File: src/rtl/clk_div_ctrl.sv
// Run-time programmable clock divider: produces div_clk_o and a matching tick_o pulse.
// Divisor changes and stop requests take effect only at period boundaries, so no runt pulses occur.
module clk_div_ctrl #(
  parameter int CNT_W    = 8,
  parameter int DEF_HALF = 5
) (
  input  logic             clk_i,
  input  logic             rst_i,
  input  logic             en_i,
  input  logic             cfg_valid_i,
  input  logic [CNT_W-1:0] cfg_half_i,
  output logic             cfg_ready_o,
  output logic             cfg_err_o,
  output logic             div_clk_o,
  output logic             tick_o,
  output logic             running_o,
  output logic [CNT_W-1:0] cur_half_o
);

  localparam logic [1:0] ST_STOPPED = 2'd0;
  localparam logic [1:0] ST_RUN     = 2'd1;
  localparam logic [1:0] ST_DRAIN   = 2'd2;

  localparam logic [CNT_W-1:0] ONE      = {{(CNT_W-1){1'b0}}, 1'b1};
  localparam logic [CNT_W-1:0] DEF_INIT = CNT_W'(DEF_HALF);

  logic [1:0]       state_q;
  logic [CNT_W-1:0] count_q;
  logic [CNT_W-1:0] half_q;
  logic [CNT_W-1:0] pend_q;
  logic             pend_vld;
  logic             div_clk_q;
  logic             tick_q;
  logic             cfg_err_q;

  logic             accept;
  logic             cfg_nz;
  logic             boundary;
  logic             fall;
  logic             stop_now;
  logic [CNT_W-1:0] stop_half;

  // A pending change and a fresh accept are mutually exclusive, since accept needs ready.
  always_comb begin
    accept    = cfg_valid_i & ~pend_vld;
    cfg_nz    = accept & (|cfg_half_i);
    boundary  = (count_q == (half_q - ONE));
    fall      = boundary & div_clk_q;
    stop_now  = ((state_q == ST_RUN) & ~en_i & ~div_clk_q) |
                (((state_q == ST_RUN) & ~en_i) | (state_q == ST_DRAIN)) & fall;
    stop_half = half_q;
    if (cfg_nz)
      stop_half = cfg_half_i;
    else if (pend_vld)
      stop_half = pend_q;
  end

  always_ff @(posedge clk_i) begin
    if (rst_i) begin
      state_q   <= ST_STOPPED;
      count_q   <= '0;
      half_q    <= DEF_INIT;
      pend_q    <= '0;
      pend_vld  <= 1'b0;
      div_clk_q <= 1'b0;
      tick_q    <= 1'b0;
      cfg_err_q <= 1'b0;
    end else begin
      tick_q    <= 1'b0;
      cfg_err_q <= accept & ~(|cfg_half_i);
      if (state_q == ST_STOPPED) begin
        count_q   <= '0;
        div_clk_q <= 1'b0;
        if (cfg_nz)
          half_q <= cfg_half_i;
        if (en_i)
          state_q <= ST_RUN;
      end else if (stop_now) begin
        // Output is low after this edge, so any change can land immediately.
        state_q   <= ST_STOPPED;
        count_q   <= '0;
        div_clk_q <= 1'b0;
        half_q    <= stop_half;
        pend_vld  <= 1'b0;
      end else begin
        if (boundary) begin
          count_q   <= '0;
          div_clk_q <= ~div_clk_q;
          tick_q    <= ~div_clk_q;
        end else begin
          count_q <= count_q + ONE;
        end
        if ((state_q == ST_RUN) && !en_i)
          state_q <= ST_DRAIN;
        if (fall && pend_vld) begin
          half_q   <= pend_q;
          pend_vld <= 1'b0;
        end
        if (cfg_nz) begin
          pend_q   <= cfg_half_i;
          pend_vld <= 1'b1;
        end
      end
    end
  end

  assign cfg_ready_o = ~pend_vld;
  assign cfg_err_o   = cfg_err_q;
  assign div_clk_o   = div_clk_q;
  assign tick_o      = tick_q;
  assign running_o   = (state_q == ST_RUN);
  assign cur_half_o  = half_q;

endmodule

File: config.mk
export PLATFORM = sky130hd
export DESIGN_NAME = clk_div_ctrl
export DESIGN_NICKNAME = d
export VERILOG_FILES = /design/src/rtl/clk_div_ctrl.sv
export SDC_FILE = /design/constraint.sdc
export NUM_CORES = 1
export LEC_CHECK = 0
export BUFFER_PORTS_ARGS = -buffer_cell sky130_fd_sc_hd__buf_2
export CAP_MARGIN = 20
export CORE_MARGIN = 2
export CORE_UTILIZATION = 60
export CTS_CLUSTER_SIZE = 20
export DETAILED_ROUTE_END_ITERATION = 8
export PLACE_DENSITY = 0.83
export SYNTH_ARGS = -nofsm -noshare
export SYNTH_HDL_FRONTEND = slang
export SYNTH_SLANG_ARGS = --single-unit
File: constraint.sdc
create_clock -name clk_i -period 7.3 [get_ports clk_i]
set_input_delay 1.46 -clock clk_i [delete_from_list [all_inputs] [get_ports clk_i]]
set_output_delay 1.46 -clock clk_i [all_outputs]
set_load 0.005 [all_outputs]
==> impl_metrics.yaml <==
placed_design:
  post-place-ws_ps: 3780
  io_buffers: 24
  place_congestion: 1.00
  dp_hpwl_um: 2550
detailed_routing:
  firstDrtPassIters: 4
  vias_per_cell: 6.02
  ant_nets: 0
  routed_wl_um: 3420
  vias: 1420
  drtIter0Drc: 115
  drcViolationCount: 0
  wire_per_inst_um: 14.5
yosys:
  ys_ff_latch: 30
  synth-seq-area-share_pct: 35.7
  yosys.area_share.simple_pct: 19.8
  syn_inst: 183
  ys_warn_count: 0
  synth_area_leaders: "dfxtp_1 36%, mux2i_1 11%, nor2_1 6.7%"
  ys_dominant_reg_cell: "dfxtp_1"
  syn_nets: 197
  synth-async-reset-ratio_pct: 0
  synth_mux_area_share_pct: 10.7
  syn_area_um2: 1680
  yosysTopAreaCellShare_pct: 35.7
  synth_compound_area_share_pct: 19.6
  synth-edff-count: 0
  syn-mean-instance-area_um2: 9.18
  yosysTopAreaCell: "dfxtp_1"
  synth_top_family_by_area: "simple AND/OR/NAND/NOR gates"
  synth_xor_area_share_pct: 7.82
  ys_types: 46
  synth-adder-area-share_pct: 1.49
cts:
  hold_buffers: 0
  cts_buffers: 5
  clkSlewWorstSetupHoldPaths_ps: 90
  cts_resized: 0
  cts_root_buffer: "clkbuf_4"
  cts_setup_buffers: 0
  clk-insertion-delay-late_ps: 320
  cts_tree: "built"
  clockBufferDepth: 2
  ctsHtreeMaxLevel: 2
  clock_sinks: 30
final_layout:
  fill_cells: 217
  antenna_cells: 0
  final_cell_mix: "30 x nor2_1, 30 x dfxtp_1, 24 x buf_2, 18 x mux2i_1"
  finish.utilization_pct: 67.9
  drive_gt1_share_pct: 22.4
  area_growth_pct: 9.53
  fin_nets: 218
sta:
  slew_violations: 0
  fmax_mhz: 293
  setup_viol: 0
  rsz0062_at_grt: "false"
  fin_crit_ps: 3420
  tns_ps: 0
  worstMarginPinSlew_ps: 1070
  setup_ws_ps: 3880
  fin_skew_ps: 5.22
  hold_viol: 0
  relSlewSlack_pct: 28.5
  min_period_over_period_pct: 46.8
die:
  rows: 19
  coreArea_um2: 2710
  num_io_pins: 25
  die_area_um2: 3240
  start_util_pct: 62.0
  die_h_um: 56.9
  dieWidth_um: 56.9
grt:
  grt-ovfl-total: 0
  antenna_found_initial: 0
  grt_pass1_vias: 1282
  grt_max_degree: 25
  track_usage_pct: 23.2
  grt_pass1_wl_um: 5770
hold_path:
  hold_path_class: "flip-flop to flip-flop"
worst_setup_path:
  start_kind: "flip-flop"
  crit_type: "flip-flop to flip-flop"
  worstPathMaxFanout: 10
  required_ps: 7510
  arrival_ps: 3630
  critPathCaptureType: "flip-flop"
power:
  pwr_density_cell_nw_per_um2: 183
  p_leak_nw: 0.752
  ir_drop_mv: 0.173
run_status:
  outcome: "completed"
flow_run:
  maxCapViolations: 0
[report_power, final]
group / internal [W] / switching, W
sequential: 0.000169 / 0.0000105
combinational: 0.0000253 / 0.0000306
clock: 0.0000466 / 0.0000551
[per-stage QoR]
| step | power [W] | area, um2 | hold WS, ps | std cells |
|---|---|---|---|---|
| after floorplan | 0.000225 | 1680 | 460 | 183 |
| after global placement | 0.000237 | 1780 | 476 | 228 |
| after detailed placement | 0.000239 | 1780 | 495 | 228 |
| after CTS | 0.000341 | 1840 | 518 | 236 |
| after global routing | 0.000356 | 1840 | 544 | 236 |
| final | 0.000338 | 1840 | 509 | 236 |
[worst max-delay path: stages (launching register included)]
cell	delay, ps
dfxtp_1	430
inv_1	100
ha_1	270
or3b_1	370
a211o_1	330
a221oi_4	240
o311a_2	270
a21oi_1	100
o211ai_1	860
mux2i_1	280
nor2_1	60
[state kept, by name, indices dropped and copies added (netlist names)]
register    count
state_q         2
div_clk_o       1
cfg_err_o       1
count_q         8
tick_o          1
pend_vld        1
cur_half_o      8
pend_q          8
[routing by layer]
metal,share of wire [%],track usage (%),routed length (um)
met1,45,29.5,1550
met2,45,35.8,1540
met3,6.4,6.45,218
met4,3.2,12.3,110
met5,0,0,0
[kinds of logic (layout without fill, tap and decap cells)]
| logic type | Yosys count | after routing |
|---|---|---|
| AO/OA/AOI/OAI | 36 | 36 |
| adder cells (fa/ha/maj) | 2 | 2 |
| XOR/XNOR | 15 | 15 |
| multiplexers | 18 | 18 |
| buffers and inverters | 16 | 38 |
| flip-flops | 30 | 30 |
| AND/OR/NAND/NOR | 66 | 66 |
[layout make-up]
class | count | area [um2] | area share [%]
Tap cell | 31 | 38.8 | 2.11
Multi-Input combinational cell | 137 | 998 | 54.2
Sequential cell | 30 | 601 | 32.6
Clock inverter | 1 | 5.00 | 0.272
Inverter | 6 | 22.5 | 1.22
Clock buffer | 7 | 55.1 | 2.99
Timing Repair Buffer | 24 | 120 | 6.53
[path summary, 6_finish.rpt]
path              slack, ps                       start                     end  cells past startpoint
setup / recovery       3880  cur_half_o[0]$_SDFFE_PP1P_  pend_q[6]$_SDFFE_PP0P_                     10
setup reg to reg       3880  cur_half_o[0]$_SDFFE_PP1P_  pend_q[6]$_SDFFE_PP0P_                     10
hold reg to reg         510      pend_q[3]$_SDFFE_PP0P_  pend_q[3]$_SDFFE_PP0P_                      2
hold / removal          510      pend_q[3]$_SDFFE_PP0P_  pend_q[3]$_SDFFE_PP0P_                      2
[synthesized netlist by cell type, types with 2 or more instances]
library cell	number
a211oi_2	6
a21oi_1	8
and3_1	4
buf_6	2
clkbuf_1	4
dfxtp_1	30
ha_1	2
inv_1	6
mux2i_1	18
nand2_1	6
nand3_1	8
nand4_1	2
nor2_1	30
nor3_1	3
nor4_1	3
nor4b_1	2
o211ai_1	2
o21ai_0	5
o21ai_1	2
xnor2_1	7
xor2_1	8
Power figures use the tool's default switching activity.
